## src/rtl/dmem_arbiter.sv

```systemverilog
// Two-requester arbiter for the CPU data-memory port: CPU has default priority, external master gets
// bounded bursts. Define DMEM_ARB_STARVE_EN to compile in the starvation counter / forced grant.
module dmem_arbiter #(
  parameter int unsigned StarveLimit = 8
) (
  input  logic        clk_i,
  input  logic        rst_i,
  input  logic        cpu_mem_req_i,
  input  logic        cpu_mem_write_i,
  input  logic [31:0] cpu_data_adr_i,
  input  logic [31:0] cpu_write_data_i,
  output logic        cpu_stall_o,
  input  logic        ext_req_i,
  input  logic [4:0]  ext_len_i,
  input  logic        ext_mem_write_i,
  input  logic [31:0] ext_data_adr_i,
  input  logic [31:0] ext_write_data_i,
  output logic        ext_gnt_o,
  output logic        ext_done_o,
  output logic [31:0] ext_read_data_o,
  output logic        mem_we_o,
  output logic [31:0] mem_addr_o,
  output logic [31:0] mem_wdata_o,
  input  logic [31:0] mem_read_data_i
);

  if (StarveLimit < 1 || StarveLimit > 255) begin : gen_bad_limit
    $error("StarveLimit must be in 1..255");
  end

  typedef enum logic [0:0] {StCpu, StExt} state_e;

  state_e     state_q, state_d;
  logic [4:0] beat_cnt_q, beat_cnt_d;
  logic       done_q, done_d;
  logic       starved;
  logic       go_ext;
  logic       gnt;
  logic       we_raw;

`ifdef DMEM_ARB_STARVE_EN
  localparam logic [7:0] Limit = 8'(StarveLimit);

  logic [7:0] wait_cnt_q, wait_cnt_d;

  assign starved = (wait_cnt_q == Limit);

  always_comb begin
    wait_cnt_d = wait_cnt_q;
    if (!ext_req_i) begin
      wait_cnt_d = 8'd0;
    end else if (state_q == StCpu) begin
      if (go_ext) begin
        wait_cnt_d = 8'd0;
      end else if (cpu_mem_req_i && (wait_cnt_q != Limit)) begin
        wait_cnt_d = wait_cnt_q + 8'd1;
      end
    end
  end

  always_ff @(posedge clk_i or posedge rst_i) begin
    if (rst_i) begin
      wait_cnt_q <= 8'd0;
    end else begin
      wait_cnt_q <= wait_cnt_d;
    end
  end
`else
  assign starved = 1'b0;
`endif

  assign go_ext = ext_req_i && (!cpu_mem_req_i || starved);

  always_comb begin
    state_d    = state_q;
    beat_cnt_d = beat_cnt_q;
    done_d     = 1'b0;
    gnt        = 1'b0;
    unique case (state_q)
      StCpu: begin
        if (go_ext) begin
          state_d    = StExt;
          beat_cnt_d = ext_len_i;
        end
      end
      StExt: begin
        gnt = ext_req_i;
        // Dropping ext_req mid-burst abandons the remaining beats without a done pulse.
        if (!ext_req_i) begin
          state_d = StCpu;
        end else if (beat_cnt_q == 5'd0) begin
          state_d = StCpu;
          done_d  = 1'b1;
        end else begin
          beat_cnt_d = beat_cnt_q - 5'd1;
        end
      end
      default: state_d = StCpu;
    endcase
  end

  always_ff @(posedge clk_i or posedge rst_i) begin
    if (rst_i) begin
      state_q    <= StCpu;
      beat_cnt_q <= 5'd0;
      done_q     <= 1'b0;
    end else begin
      state_q    <= state_d;
      beat_cnt_q <= beat_cnt_d;
      done_q     <= done_d;
    end
  end

  always_comb begin
    if (state_q == StExt) begin
      we_raw      = ext_mem_write_i && gnt;
      mem_addr_o  = ext_data_adr_i;
      mem_wdata_o = ext_write_data_i;
    end else begin
      we_raw      = cpu_mem_write_i && cpu_mem_req_i;
      mem_addr_o  = cpu_data_adr_i;
      mem_wdata_o = cpu_write_data_i;
    end
  end

  assign mem_we_o        = we_raw && !rst_i;
  assign cpu_stall_o     = (state_q == StExt) && cpu_mem_req_i;
  assign ext_gnt_o       = gnt;
  assign ext_done_o      = done_q;
  assign ext_read_data_o = mem_read_data_i;

endmodule

```

## config.mk

```make
export PLATFORM = sky130hd
export DESIGN_NAME = dmem_arbiter
export DESIGN_NICKNAME = d
export VERILOG_FILES = /design/src/rtl/dmem_arbiter.sv
export SDC_FILE = /design/constraint.sdc
export NUM_CORES = 1
export LEC_CHECK = 0
export ABC_AREA = 0
export ABC_CLOCK_PERIOD_IN_PS = 2000
export BUFFER_PORTS_ARGS = -buffer_cell sky130_fd_sc_hd__buf_2
export CORE_AREA = 3 3 105 107
export DETAILED_ROUTE_END_ITERATION = 12
export DIE_AREA = 0 0 108 110
export PLACE_DENSITY = 0.52
export RECOVER_POWER = 25
export SYNTH_ARGS = -nofsm -noshare
export SYNTH_HDL_FRONTEND = slang
export SYNTH_SLANG_ARGS = --single-unit
```

## constraint.sdc

```tcl
create_clock -name clk_i -period 2 [get_ports clk_i]
set_clock_uncertainty 0.1 [all_clocks]
set_input_delay 0.1 -clock clk_i [delete_from_list [all_inputs] [get_ports clk_i]]
set_output_delay 0.1 -clock clk_i [all_outputs]
set_load 0.01 [all_outputs]
```

==> summary.txt <==
Outcome: complete, no violations
Worst R2R End: beat_cnt_q[2]
Total CTS buffers: 3
Vias: 1704
R2R setup slack: 0.43 ns
Final Hold Slack: 0.0310 ns
Distinct cells, synth: 27
Ys Warns: 0
Cells on worst reg2reg path: 5
Remaining Overflow, GRT: 0
Clock transition at path regs: 0.04 ns
Fmax achieved: 589 MHz
Final WL: 5.64 mm
Initial Utilization: 14.1%
DP Wirelength: 4.97 mm
Vias in the first global route: 1547
Share of cells above drive strength 1: 87.2%
Clk sink count: 7
Core region area: 10200 µm²
Bufs on Longest Clock Path: 2
Critical setup path kind: reg -> out
Combinational family with the most area after synthesis: multiplexers
Drc violations: 0
TritonCTS clock tree: yes
Leakage: 1.28 nW
R2r startpoint: state_q
Post-synthesis cell area: 1440 µm²
Pre-CTS WS: 0.411 ns
Largest net degree at the start of global routing: 35
Routed Antenna Nets: 0
Peak VDD IR: 0.139 mV
TritonRoute pass-1 iters: 4
Total power: 1.05 mW
Placer's final routability congestion estimate: 0.786
Post-Route Setup TNS: 0 ns
Sequential fraction of the synthesis area: 12.2%
Launch point of the worst path: state_q
RSZ-0062 raised after global routing: no
Setup crit end: mem_wdata_o[19]
Critical Path Source Type: flip-flop
Post-synthesis xor/xnor area fraction: 0%
Post-Synth Simple-Gate Area: 5.73%
Power per cell area: 431 nW/µm²
CP Data Required Time: 1.80 ns
Worst Hold Class: in -> reg
Latest clock arrival within the worst-skew pair: 0.23 ns
Worst slew margin: 76.8%
Synth Register Bits: 7
DR iter-0 viols: 44
Die area: 11900 µm²
Mapped Avg Cell Area: 9.73 µm²
Global router's overall resource usage: 7.60%
Final hold vios: 0
Row cnt: 37
Net count, final: 494
Crit path time final: 1.70 ns
Avg Vias per Cell: 3.73
Post-CTS setup buffer count: 0
Setup ws final: 0.303 ns
Synth-to-Final Area Change: 68.7%
Synth Area in Compound Gates: 8.34%
Post-synth net total: 320
I/O Buffers: 206
Die Width: 108 µm
Cell count after synthesis: 148
Io pins: 271
Mux contribution to synthesized area: 50.0%
First-pass GRT wire length: 7.16 mm
CP max FO: 20
Pin slew with the least headroom to its limit: 0.348 ns
Routed len/inst: 12.3 µm
# setup viols final: 0
Final period utilization: 84.8%
Core Util, Final: 23.7%
Initial antenna violation count: 1
H-tree levels: 1
Antenna cells: 0
Synth Area in Adders: 0.869%
Max-slew violation count: 0
Crit path capture type: output pin
Max_cap viols: 0
Root Buffer: clkbuf_8
Chip height: 110 µm
Crit path arrival time: 1.50 ns
area by class of cell:
cell class / instances / area, µm²
Sequential cell: 7 / 176
Tap cell: 136 / 170
Clock buffer: 4 / 45.0
Fill cell: 1109 / 7800
Timing Repair Buffer: 210 / 1080
Inverter: 7 / 26.3
Multi-Input combinational cell: 93 / 936
cells in the final DEF (no fill, tap or decap), types with 2 or more instances in the layout:
cell	instances
buf_2	206
mux2_2	63
dfrtp_1	6
inv_1	5
a21oi_1	4
o21ai_0	4
nand2_1	3
clkbuf_8	3
inv_2	2
o22ai_1	2
nor2_1	2
buf_4	2
cells in the mapped netlist, drive strengths merged:
| master | n | area share [%] |
|---|---|---|
| mux2 | 64 | 50 |
| nor2 | 2 | 0.52 |
| a211oi | 1 | 0.52 |
| a22o | 1 | 0.61 |
| dfrtp | 7 | 12 |
| or3 | 1 | 0.43 |
| nor3b | 1 | 0.52 |
| ha | 1 | 0.87 |
| o221ai | 1 | 1.8 |
| a21oi | 4 | 1.4 |
| nand2b | 1 | 0.43 |
| nand4bb | 1 | 1.9 |
| nor3 | 1 | 0.35 |
| o21ai | 4 | 1.4 |
| a21boi | 2 | 1.0 |
| buf | 41 | 21 |
| o22ai | 2 | 0.87 |
| and2 | 1 | 0.43 |
| a32o | 1 | 0.70 |
| nand2 | 3 | 0.78 |
| inv | 7 | 1.8 |
| nand3 | 1 | 0.35 |
repair_timing:
item	CTS	global route
endpoints found under the hold margin	7	0
hold buffers	1	0
resized for setup	0	0
report_power, final:
group          switching (mW)  internal, mW  leakage (nW)
sequential             0.0248         0.172        0.0857
clock                  0.0639         0.138        0.0228
combinational           0.286         0.363          1.17
total                   0.375         0.673          1.28
worst max-delay path: stages (launching register included):
cell     delay [ns]
dfrtp_2        0.44
buf_4          0.29
mux2_2         0.38
buf_2          0.14
metrics by stage:
| stage | std cells | instance area, µm² |
|---|---|---|
| 2_1_floorplan | 148 | 1440 |
| 3_3_place_gp | 452 | 2370 |
| 3_5_place_dp | 452 | 2370 |
| 4_1_cts | 457 | 2430 |
| 5_1_grt | 457 | 2430 |
| 6_report | 457 | 2430 |
registers in the layout, indices dropped and copies added, names as in the netlist:
name        count
ext_done_o      1
beat_cnt_q      5
state_q         1
cells by family (layout without fill, tap and decap cells):
logic type      after synthesis  count (layout)
fa+ha+maj                     1               1
flops                         7               7
simple gates                 12              12
compound gates               16              16
buf+inv                      48             221
mux                          64              64
worst min path at each step:
stage	startpoint	endpoint	slack, ns	cells after the start
finish	ext_len_i[4]	beat_cnt_q[4]	0.03	2
global placement	rst_i	ext_done_o	-0.02	2
floorplan	rst_i	beat_cnt_q[0]	-0.20	1
global route	ext_len_i[4]	beat_cnt_q[4]	0.05	2
detailed placement	rst_i	ext_done_o	-0.02	2
CTS	ext_len_i[4]	beat_cnt_q[4]	0.02	2
routing by layer:
layer  routed length (µm)  share of wire, %  vias up  GRT usage [%]
met1                 2370                42      737           9.93
met2                 2560                45      118           12.2
met4                   47              0.83        2           2.89
li1                     -                 -      839              -
met3                  658                12        8           1.81
met5                    7              0.12        -              0
No activity file was read; power rests on OpenSTA's default activity.
